### config.mk
export PLATFORM = sky130hd
export DESIGN_NAME = debug_dump_tx
export DESIGN_NICKNAME = d
export VERILOG_FILES = /design/src/rtl/debug_dump_tx_pkg.sv /design/src/rtl/debug_dump_tx_word_shifter.sv /design/src/rtl/debug_dump_tx.sv
export SDC_FILE = /design/constraint.sdc
export NUM_CORES = 1
export LEC_CHECK = 0
export CAP_MARGIN = 20
export CORE_MARGIN = 1.5
export CORE_UTILIZATION = 53
export CTS_CLUSTER_SIZE = 25
export DETAILED_ROUTE_END_ITERATION = 10
export GPL_ROUTABILITY_DRIVEN = 0
export PLACE_DENSITY = 0.86
export SLEW_MARGIN = 15
export SYNTH_ARGS = -nofsm -noshare
export SYNTH_HDL_FRONTEND = slang
export SYNTH_SLANG_ARGS = --single-unit
### constraint.sdc
create_clock -name CLK100MHZ -period 4.6 [get_ports CLK100MHZ]
set_input_delay 0.46 -clock CLK100MHZ [delete_from_list [all_inputs] [get_ports CLK100MHZ]]
set_output_delay 0.46 -clock CLK100MHZ [all_outputs]
set_load 0.03 [all_outputs]
### src/rtl/debug_dump_tx_pkg.sv
// Shared definitions for the debug dump transmitter: FSM states, frame word
// layout and the command bytes understood by the companion receiver.
package debug_dump_tx_pkg;

  typedef enum logic [2:0] {
    ST_IDLE,
    ST_LOAD,
    ST_LATCH,
    ST_SEND,
    ST_WAIT,
    ST_DONE
  } dump_state_e;

  // Frame layout: PC, CYCLES, register file, then data memory
  localparam int unsigned WORD_PC   = 0;
  localparam int unsigned WORD_CYC  = 1;
  localparam int unsigned WORD_REG0 = 2;

  function automatic int unsigned word_mem0(input int unsigned n_regs);
    return WORD_REG0 + n_regs;
  endfunction

  localparam logic [7:0] CMD_START        = 8'h01;
  localparam logic [7:0] CMD_CONTINUOUS   = 8'h02;
  localparam logic [7:0] CMD_STEP_BY_STEP = 8'h03;
  localparam logic [7:0] CMD_STEP         = 8'h05;
  localparam logic [7:0] CMD_REPROGRAM    = 8'h06;

endpackage

### src/rtl/debug_dump_tx_word_shifter.sv
// Holds one dump word and presents it a byte at a time, LSB first; the byte
// counter saturates on the last byte so extra shift requests are harmless.
module debug_dump_tx_word_shifter #(
  parameter int unsigned LEN = 32
) (
  input  logic           clk,
  input  logic           rst,
  input  logic           load,
  input  logic [LEN-1:0] word,
  input  logic           shift,
  output logic [7:0]     tx_byte,
  output logic           last_c
);

  localparam int unsigned N_BYTES = LEN / 8;
  localparam int unsigned NB_BIDX = (N_BYTES > 1) ? $clog2(N_BYTES) : 1;
  localparam logic [NB_BIDX-1:0] LAST_BYTE = NB_BIDX'(N_BYTES - 1);

  logic [LEN-1:0]     sh;
  logic [NB_BIDX-1:0] byte_idx;

  always_ff @(posedge clk) begin
    if (rst) begin
      sh       <= '0;
      byte_idx <= '0;
    end else if (load) begin
      sh       <= word;
      byte_idx <= '0;
    end else if (shift && !last_c) begin
      sh       <= sh >> 8;
      byte_idx <= byte_idx + NB_BIDX'(1);
    end
  end

  assign tx_byte = sh[7:0];
  assign last_c  = (byte_idx == LAST_BYTE);

endmodule

### src/rtl/debug_dump_tx.sv
// Serialises PC, cycle count, register file and data memory to the UART
// transmitter, one byte per start/done handshake.
module debug_dump_tx
  import debug_dump_tx_pkg::*;
#(
  parameter int unsigned LEN         = 32,
  parameter int unsigned N_REGS      = 32,
  parameter int unsigned N_MEM_WORDS = 16,
  parameter int unsigned NB_REG_ADDR = 5,
  parameter int unsigned NB_MEM_ADDR = 10
) (
  input  logic                   CLK100MHZ,
  input  logic                   SWITCH_RESET,
  input  logic                   i_send,
  input  logic [LEN-1:0]         i_pc,
  input  logic [LEN-1:0]         i_cycles,
  output logic [NB_REG_ADDR-1:0] o_reg_addr,
  input  logic [LEN-1:0]         i_reg_data,
  output logic [NB_MEM_ADDR-1:0] o_mem_addr,
  input  logic [LEN-1:0]         i_mem_data,
  output logic [7:0]             o_tx_data,
  output logic                   o_tx_start,
  input  logic                   i_tx_done,
  output logic                   o_busy,
  output logic                   o_done
);

  localparam int unsigned N_WORDS = WORD_REG0 + N_REGS + N_MEM_WORDS;
  localparam int unsigned MEM0    = word_mem0(N_REGS);
  localparam int unsigned NB_WIDX = $clog2(N_WORDS);
  localparam logic [NB_WIDX-1:0] LAST_WORD = NB_WIDX'(N_WORDS - 1);

  dump_state_e        state;
  logic [NB_WIDX-1:0] word_idx;
  logic [NB_WIDX-1:0] next_word_c;
  logic [LEN-1:0]     pc_snap;
  logic [LEN-1:0]     cyc_snap;
  logic [LEN-1:0]     word_c;
  logic               reg_sel_c;
  logic               mem_sel_c;
  logic               last_byte_c;
  logic               load_c;
  logic               shift_c;

  // Word source for LATCH and address target for the following word
  always_comb begin
    next_word_c = word_idx + NB_WIDX'(1);
    reg_sel_c   = (next_word_c >= NB_WIDX'(WORD_REG0)) && (next_word_c < NB_WIDX'(MEM0));
    mem_sel_c   = (next_word_c >= NB_WIDX'(MEM0));
    if (word_idx == NB_WIDX'(WORD_PC))     word_c = pc_snap;
    else if (word_idx == NB_WIDX'(WORD_CYC)) word_c = cyc_snap;
    else if (word_idx < NB_WIDX'(MEM0))      word_c = i_reg_data;
    else                                     word_c = i_mem_data;
  end

  assign load_c  = (state == ST_LATCH);
  assign shift_c = (state == ST_WAIT) && i_tx_done;

  debug_dump_tx_word_shifter #(.LEN(LEN)) u_shifter (
    .clk     (CLK100MHZ),
    .rst     (SWITCH_RESET),
    .load    (load_c),
    .word    (word_c),
    .shift   (shift_c),
    .tx_byte (o_tx_data),
    .last_c  (last_byte_c)
  );

  always_ff @(posedge CLK100MHZ) begin
    if (SWITCH_RESET) begin
      state      <= ST_IDLE;
      word_idx   <= '0;
      pc_snap    <= '0;
      cyc_snap   <= '0;
      o_reg_addr <= '0;
      o_mem_addr <= '0;
      o_tx_start <= 1'b0;
      o_busy     <= 1'b0;
      o_done     <= 1'b0;
    end else begin
      o_tx_start <= 1'b0;
      o_done     <= 1'b0;
      case (state)
        ST_IDLE: begin
          if (i_send) begin
            pc_snap  <= i_pc;
            cyc_snap <= i_cycles;
            word_idx <= '0;
            o_busy   <= 1'b1;
            state    <= ST_LOAD;
          end
        end
        ST_LOAD:  state <= ST_LATCH;
        ST_LATCH: begin
          o_tx_start <= 1'b1;
          state      <= ST_SEND;
        end
        ST_SEND:  state <= ST_WAIT;
        ST_WAIT: begin
          if (i_tx_done) begin
            if (!last_byte_c) begin
              o_tx_start <= 1'b1;
              state      <= ST_SEND;
            end else if (word_idx != LAST_WORD) begin
              word_idx <= next_word_c;
              if (reg_sel_c) o_reg_addr <= NB_REG_ADDR'(next_word_c - NB_WIDX'(WORD_REG0));
              if (mem_sel_c) o_mem_addr <= NB_MEM_ADDR'(next_word_c - NB_WIDX'(MEM0));
              state <= ST_LOAD;
            end else begin
              o_done <= 1'b1;
              o_busy <= 1'b0;
              state  <= ST_DONE;
            end
          end
        end
        ST_DONE:  state <= ST_IDLE;
        default:  state <= ST_IDLE;
      endcase
    end
  end

endmodule

### Yosys cells after proc, flatten, opt, wreduce, memory -nomap -nowiden

Cells that the tools add are included.

* register bits: 125
* output and inout port bits: 26
* word-level logic and storage cells: 74

* add/subtract/negate cells: 4
* order comparisons: 4
* eq/ne operators: 12
* mux-type cells: 24
* bitwise logic cells: 3
* reductions and logical operators: 16

Operator list (number)
* 2-to-1 mux 32 bit: 5
* 2-to-1 mux 6 bit: 4
* AND reduction 5 bit: 4
* one-hot mux 3 bit (5 select lines): 1
* < comparator 6 bit (second input constant): 2
* 2-to-1 mux 3 bit: 4
* one-hot mux 6 bit (2 select lines): 1
* inequality test 2 bit (second input constant): 4
* 2-to-1 mux 1 bit: 7
* subtractor 6 x 6 -> 7 bit (second input constant): 1
* adder 6 x 1 -> 6 bit (second input constant): 1
* == test 3 x 2 -> 1 bit (second input constant): 2
* == test 6 x 1 -> 1 bit (second input constant): 1
* greater-or-equal comparator 6 x 2 -> 1 bit (second input constant): 1
* greater-or-equal comparator 6 bit (second input constant): 1
* zero test 6 bit: 1
* inequality test 6 bit (second input constant): 1
* subtractor 5 x 2 -> 5 bit (second input constant): 1
* one-hot mux 1 bit (2 select lines): 2
* AND reduction 2 bit: 2
* nonzero test 2 bit: 2
* OR reduction 4 bit: 1
* == test 3 x 1 -> 1 bit (second input constant): 1
* == test 3 bit (second input constant): 1
* 8 further kinds: 12

### Logic depth before layout (Yosys ltp)

Gate-level depths: netlist of the first run.

* depth after elaboration: 5
* mapped depth: 9
* gate-level depth less buffers: 8

### Modules after synthesis

A second synthesis of the first run with hierarchy kept.

* cell total of the unflattened synthesis: 821
* area, all modules: 6299.8 µm²

By module, submodules not included
* debug_dump_tx: instances 1, cells each 633, area an instance 4574.4 µm²
* debug_dump_tx_word_shifter: instances 1, cells each 188, area an instance 1725.4 µm²

### Worst setup path after synthesis of the first run

No wires, ideal clock.

* path type: register to register
* start point: register word_idx[0]
* end point: register o_reg_addr[0]
* library setup time: 121 ps
* arrival time: 2107 ps
* path slack: 2372 ps
* cell stages (with the launch flop): 9
* clock period less this slack: 2228 ps
* cells stage by stage: dfxtp_1 > buf_2 > inv_1 > ha_1 > inv_1 > ha_1 > nand2_1 > a211oi_4 > mux2_4

* longest elaborated chain between the ends: 4
* elaborated cells between the ends (all ways): 7
* those cells by class: add/sub (2); order compare (2); eq/ne (1); reduce/logical (2)

RTL lines
* from (decl): line debug_dump_tx.sv:34 `logic [NB_WIDX-1:0] word_idx;`
* from (signal assigned): line debug_dump_tx.sv:105 `word_idx <= next_word_c;`
* adder 6 x 1 -> 6 bit (*): line debug_dump_tx.sv:47 `next_word_c = word_idx + NB_WIDX'(1);`
* named net next_word_c[0]: line debug_dump_tx.sv:35 `logic [NB_WIDX-1:0] next_word_c;`
* greater-or-equal comparator 6 x 2 -> 1 bit or < comparator 6 bit (tied branches): line debug_dump_tx.sv:48 `reg_sel_c = (next_word_c >= NB_WIDX'(WORD_REG0)) && (next_word_c < NB_WIDX'(MEM0));`
* logical AND 1 bit: line debug_dump_tx.sv:48
* AND reduction 5 bit (no line)
* to (signal assigned): line debug_dump_tx.sv:106 `if (reg_sel_c) o_reg_addr <= NB_REG_ADDR'(next_word_c - NB_WIDX'(WORD_REG0));`
* to (decl): line debug_dump_tx.sv:17 `output logic [NB_REG_ADDR-1:0] o_reg_addr,`

Mark *: on every way through the listed nets, which the timed path passes. The rest lies on a longest branch.
A chain may end at the register's enable or synchronous reset.

### Worst setup path after layout of the first run

* start point: register word_idx[2]
* end point: register u_shifter.sh[30]

* longest elaborated chain between the ends: 5
* elaborated cells between the ends (all ways): 7
* those cells by class: order compare (1); eq/ne (1); mux (4); reduce/logical (1)

RTL lines
* < comparator 6 bit: line debug_dump_tx.sv:52 `else if (word_idx < NB_WIDX'(MEM0)) word_c = i_reg_data;`
* 2-to-1 mux 32 bit: line debug_dump_tx.sv:52
* 2-to-1 mux 32 bit: line debug_dump_tx.sv:51 `else if (word_idx == NB_WIDX'(WORD_CYC)) word_c = cyc_snap;`
* 2-to-1 mux 32 bit (*): line debug_dump_tx.sv:50 `if (word_idx == NB_WIDX'(WORD_PC)) word_c = pc_snap;`
* 2-to-1 mux 32 bit (*): line debug_dump_tx_word_shifter.sv:26 `end else if (load) begin`
* to (signal assigned): line debug_dump_tx_word_shifter.sv:27 `sh <= word;`
* to (signal assigned): line debug_dump_tx_word_shifter.sv:30 `sh <= sh >> 8;`
* to (decl): line debug_dump_tx_word_shifter.sv:19 `logic [LEN-1:0] sh;`

Every way passes the cells marked *; elsewhere a longest branch is shown, timed or not.

==> out/metrics.yaml, run 1 <==
start_kind: "flip-flop"
cts_setup_buffers: 0
clkPwrFrac_pct: 44.8
postLayoutCellArea_um2: 8010
fmax_ghz: 0.370
p_leak_nw: 3.23
n_antenna_cell: 0
synth_edf_count: 0
synth_area_um2: 5990
tightestPinTransition_ps: 1020
yosysUniqueCellTypes: 57
arrival_ps: 3010
start_util_pct: 54.7
finalMaxSlewViolations: 0
seq_power_share_pct: 41.5
syn-num-nets: 875
path_class: "flip-flop to flip-flop"
grt_remaining_overflow: 0
finish.net_count: 984
io_pins: 158
htreeDepth: 4
final_common_cell: "clkdlybuf4s50_1"
path_clk_slew_ps: 60
synthFlopType: "dfxtp_1"
status: "finished, final reports clean"
syn_avg_cell_area_um2: 8.12
cts_buffer_depth: 2
netlist_instances: 737
drive_above_1_share_pct: 8.38
ys_seq_area_share_pct: 40.8
insertion_delay_ps: 420
synth_top_cell_by_area: "dfxtp_1"
core_um2: 10900
grt_pass1_vias: 5652
synthToLayoutAreaGrowth_pct: 33.7
switching_share_pct: 26.5
cap_violations: 0
async_reset_ff_share_pct: 0
drt_wl_total_mm: 16.3
netSwitchingPower_mw: 0.756
io_buffers: 157
comb_power_share_pct: 13.7
crit_path_end_kind: "flip-flop"
post-synth-top-area-fraction_pct: 40.8
ys.warnings.count: 0
irDropWorstVdd_uv: 208
worstPathMaxFanout: 21
fin_crit_sh_pct: 58.8
grt_usage_pct: 28.1
p_total_mw: 2.85
cts_root_buf: "clkbuf_16"
detail-route-antenna-nets: 0
clock_sinks: 122
drt-vias-per-instance: 5.76
grt_pass1_wl_mm: 26.2
grt_max_degree: 94
fin_util_pct: 73.2
relSlewSlack_pct: 31.9
cts_resized: 0
setup_viol_count_final: 0
cp.required_ps: 4900
die_h_um: 109
cts_buffers: 17
hold_class: "flip-flop to flip-flop"
layout_min_cycle_time_ps: 2700
power.density_nw_per_um2: 356
drt-initial-drc-count: 502
finalHoldViolations: 0
cts_hold_buf: 0
placed_cell_area_um2: 7430
internal_power_mw: 2.09
firstDrtPassIters: 8
rsz0062_at_grt: "no"
synth_seq_cells: 122
vias: 5759
mostFrequentLayoutCells: "clkdlybuf4s50_1, nand2_1, dfxtp_1"
num-fill-cells: 826
synthTopCellsByArea: "dfxtp_1, nand2_1, a21oi_1"
fin_tns_setup_ps: 0
die_width_um: 109
dp_hpwl_mm: 11.2
fin_worst_skew_ps: 20.0
rows: 38
drc: 0
die_area_um2: 11900
cts_tree: "done"
antenna_found_initial: 0
wl_per_cell_um: 16.3
reg2reg_setup_slack_ps: 1900
==> kinds of logic (layout without fill, tap and decap cells) <==
family	count (synthesis)	count (layout)	synth area share (%)
flops	122	122	40.8
simple gates	249	249	17.9
fa+ha+maj	6	6	1.25
mux	56	56	9.95
xor+xnor	6	6	0.878
compound gates	220	220	22.7
buf+inv	78	200	6.50
==> sequential cells by signal, indices dropped and copies added (netlist names) <==
signal              count
word_idx                6
o_done                  1
state                   3
o_reg_addr              5
cyc_snap               32
u_shifter.byte_idx      2
o_busy                  1
o_mem_addr              7
o_tx_start              1
pc_snap                32
u_shifter.sh           32
==> critical path, stage by stage (launching register included) <==
cell and delay [ps]:
dfxtp_1 460, nor4_1 560, and2_1 740, or3_1 380, a211oi_1 120, a221o_1 310
==> layer usage <==
| layer | global-route usage [%] | vias to the layer above | share of wire, % |
|---|---|---|---|
| met4 | 9.18 | 0 | 2.2 |
| met5 | 0 | - | 0 |
| met1 | 33.4 | 2672 | 41 |
| met2 | 50.3 | 251 | 50 |
| met3 | 5.92 | 38 | 6.5 |
| li1 | - | 2798 | - |
==> power groups by stage <==
stage,Clock [mW],Sequential [mW],Combinational [mW]
after floorplan,0,1.18,0.222
after global placement,0,1.20,0.371
after detailed placement,0,1.20,0.387
after CTS,1.28,1.18,0.391
after global routing,1.34,1.19,0.431
final,1.28,1.18,0.392
==> layout make-up <==
type / instances / area, um^2 / share of cell area, %
flip-flops and latches: 122 / 2440 / 30.5
repair buffers: 163 / 1630 / 20.3
well taps: 140 / 175 / 2.19
inverters: 5 / 18.8 / 0.234
clock buffers: 18 / 439 / 5.49
multi-input cells: 537 / 3170 / 39.6
clock inverters: 14 / 135 / 1.69
==> through the flow <==
stage | hold slack (ps) | cells | worst slack [ps]
4_1_cts | 454 | 999 | 2010
5_1_grt | 471 | 999 | 1720
3_5_place_dp | 447 | 967 | 1700
6_report | 456 | 999 | 1900
2_1_floorplan | 436 | 737 | 2370
3_3_place_gp | 442 | 966 | 1770
==> synth_stat cells (3+ instances only) <==
cell type	count
a211o_1	16
a211oi_1	10
a21oi_1	111
a221o_1	8
a31oi_1	9
buf_1	9
buf_2	8
buf_4	13
buf_6	5
clkbuf_1	38
dfxtp_1	122
ha_1	6
inv_1	5
mux2_2	16
mux2_4	3
mux2i_1	37
nand2_1	153
nand2b_1	4
nand3_1	15
nor2_1	39
nor2b_1	7
nor3_1	10
o211ai_1	8
o21ai_0	39
or3_1	4
xnor2_1	5
==> path summary, 6_finish.rpt <==
check,start,to,depth (start not counted)
min,cyc_snap[22],cyc_snap[22],2
min reg2reg,cyc_snap[22],cyc_snap[22],2
max,word_idx[2],u_shifter.sh[30],5
max reg2reg,word_idx[2],u_shifter.sh[30],5
Note: power is estimated with default switching activity, not from simulation.
==> run 2: changes to the inputs <==
CORE_UTILIZATION = 44   (was 53)
PLACE_DENSITY = 0.76   (was 0.86)
clock period = 2.3 ns   (was 4.6 ns; I/O delays follow)
==> out/metrics.yaml, run 2 (same netlist as run 1, synthesis figures left out) <==
status: "finished, final reports clean"  # unchanged
die_width_um: 120  # was 109 um
drive_above_1_share_pct: 9.78  # was 8.38%
drt_wl_total_mm: 15.8  # was 16.3 mm
finalMaxSlewViolations: 0  # unchanged
cp_cell_sequence: "inv_1 -> ha_1 -> inv_1 -> ha_1 -> nand2_1 -> a211oi_4 -> buf_4 -> mux2_4"  # was nor4_1 -> and2_1 -> or3_1 -> a211oi_1 -> a221o_1
ff_latch_area_um2: 2440  # unchanged
start_util_pct: 45.2  # was 54.7%
io_buffers: 157  # unchanged
worstPathMaxFanout: 5  # was 21
drt-vias-per-instance: 5.34  # was 5.76
rows: 42  # was 38
start_kind: "flip-flop"  # unchanged
mostFrequentLayoutCells: "clkdlybuf4s50_1, nand2_1, dfxtp_1"  # unchanged
tightestPinTransition_ps: 548  # was 1020 ps
slowest_stage: "dfxtp_1"  # was and2_1
power.density_nw_per_um2: 680  # was 356 nW/um^2
hold_class: "input port to flip-flop"  # was flip-flop to flip-flop
antenna_found_initial: 0  # unchanged
grt_max_degree: 65  # was 94
die_area_um2: 14300  # was 11,900 um^2
htreeDepth: 4  # unchanged
cts_root_buf: "clkbuf_16"  # unchanged
final_common_cell: "clkdlybuf4s50_1"  # unchanged
finish.net_count: 1007  # was 984
insertion_delay_ps: 420  # about the same
synthToLayoutAreaGrowth_pct: 37.2  # was 33.7%
cp.required_ps: 2600  # was 4900 ps
arrival_ps: 2440  # was 3010 ps
p_total_mw: 5.58  # was 2.85 mW
dp_hpwl_mm: 10.7  # was 11.2 mm
path_clk_slew_ps: 50  # was 60 ps
layout_min_cycle_time_ps: 2140  # was 2700 ps
cts_tree: "done"  # unchanged
crit_family: "adder cells"  # was simple AND/OR/NAND/NOR gates
rsz0062_at_grt: "no"  # unchanged
clock_sinks: 122  # unchanged
grt_remaining_overflow: 0  # unchanged
p_leak_nw: 3.35  # was 3.23 nW
worst-path-buf-inv: 3  # was 0
grt_pass1_vias: 5230  # was 5,652
fin_crit_sh_pct: 92.9  # was 58.8%
drt-initial-drc-count: 404  # was 502
cts_buffers: 17  # unchanged
setup_ws_ps: 162  # was 1900 ps
io_pins: 158  # unchanged
dp_slack_ps: 79.1  # was 1700 ps
die_h_um: 120  # was 109 um
wl_per_cell_um: 15.0  # was 16.3 um
cap_violations: 0  # unchanged
vias: 5629  # was 5,759
n_antenna_cell: 0  # unchanged
fmax_ghz: 0.468  # was 0.370 GHz
num-fill-cells: 1175  # was 826
critPathMaxStageDelay_ps: 390  # was 740 ps
detail-route-antenna-nets: 0  # unchanged
fin_tns_setup_ps: 0  # unchanged
multi_input_area_um2: 3160  # was 3170 um^2
core_um2: 13200  # was 10,900 um^2
path_class: "flip-flop to flip-flop"  # unchanged
firstDrtPassIters: 5  # was 8
grt_usage_pct: 22.3  # was 28.1%
setup_viol_count_final: 0  # unchanged
largest_registers: "cyc_snap x32, pc_snap x32, u_shifter.sh x32"  # unchanged
irDropWorstVdd_uv: 545  # was 208 uV
fin_util_pct: 62.0  # was 73.2%
relSlewSlack_pct: 63.4  # was 31.9%
grt_pass1_wl_mm: 25.5  # was 26.2 mm
fin_worst_skew_ps: 7.60  # was 20.0 ps
crit_path_end_kind: "flip-flop"  # unchanged
cts_buffer_depth: 2  # unchanged
finalHoldViolations: 0  # unchanged
drc: 0  # unchanged
run 2: changes by cell type in the layout (fill, tap and decap cells not counted), sizes merged:
cell / delta
inv: -6
buf: +23
clkbuf: +8
clkinvlp: -4
clkinv: -1
run 2: repair_timing:
action	CTS	global route
gates resized for setup	0	1
setup buffers	0	2
hold buffers	0	0
setup endpoints to repair	0	3
run 2: area by class of cell:
class | count | area share (%)
Clock buffer | 26 | 5.96
Clock inverter | 3 | 0.488
Inverter | 5 | 0.229
Multi-Input combinational cell | 537 | 38.5
Sequential cell | 122 | 29.7
Tap cell | 176 | 2.68
Timing Repair Buffer | 186 | 22.4
run 2: stage by stage:
step / area, um^2 / instances / hold slack (ps)
floorplan: 5990 / 737 / 366
global placement: 7670 / 1024 / 443
detailed placement: 7670 / 1024 / 446
CTS: 8200 / 1053 / 215
global route: 8210 / 1055 / 238
finish: 8210 / 1055 / 220
run 2: where the power goes:
group          total, mW  switching (mW)  internal, mW
sequential          2.35          0.0867          2.27
clock               2.43           0.881          1.55
combinational      0.799           0.391         0.408
run 2: worst reg2reg max path, cell delays in order, from the launching register on:
cell	delay (ps)
dfxtp_1	390
inv_1	100
ha_1	320
inv_1	120
ha_1	230
nand2_1	160
a211oi_4	230
buf_4	190
mux2_4	300
run 2: final timing paths:
| path | startpoint | to | slack, ps | depth (start not counted) |
|---|---|---|---|---|
| worst min-delay path | SWITCH_RESET | pc_snap[28] | 220 | 2 |
| worst max-delay path | word_idx[0] | o_reg_addr[0] | 160 | 8 |
| worst max register to register | word_idx[0] | o_reg_addr[0] | 160 | 8 |
| worst min register to register | pc_snap[28] | pc_snap[28] | 450 | 2 |
run 2: metal layers:
layer / share of wire (%) / up-vias / wire length [um] / GRT usage [%]
met1: 45 / 2596 / 7040 / 29.3
met3: 6.1 / 23 / 965 / 5.56
li1: - / 2831 / - / -
met5: 0 / - / 0 / 0
met2: 47 / 179 / 7490 / 35.5
met4: 1.8 / 0 / 283 / 8.48
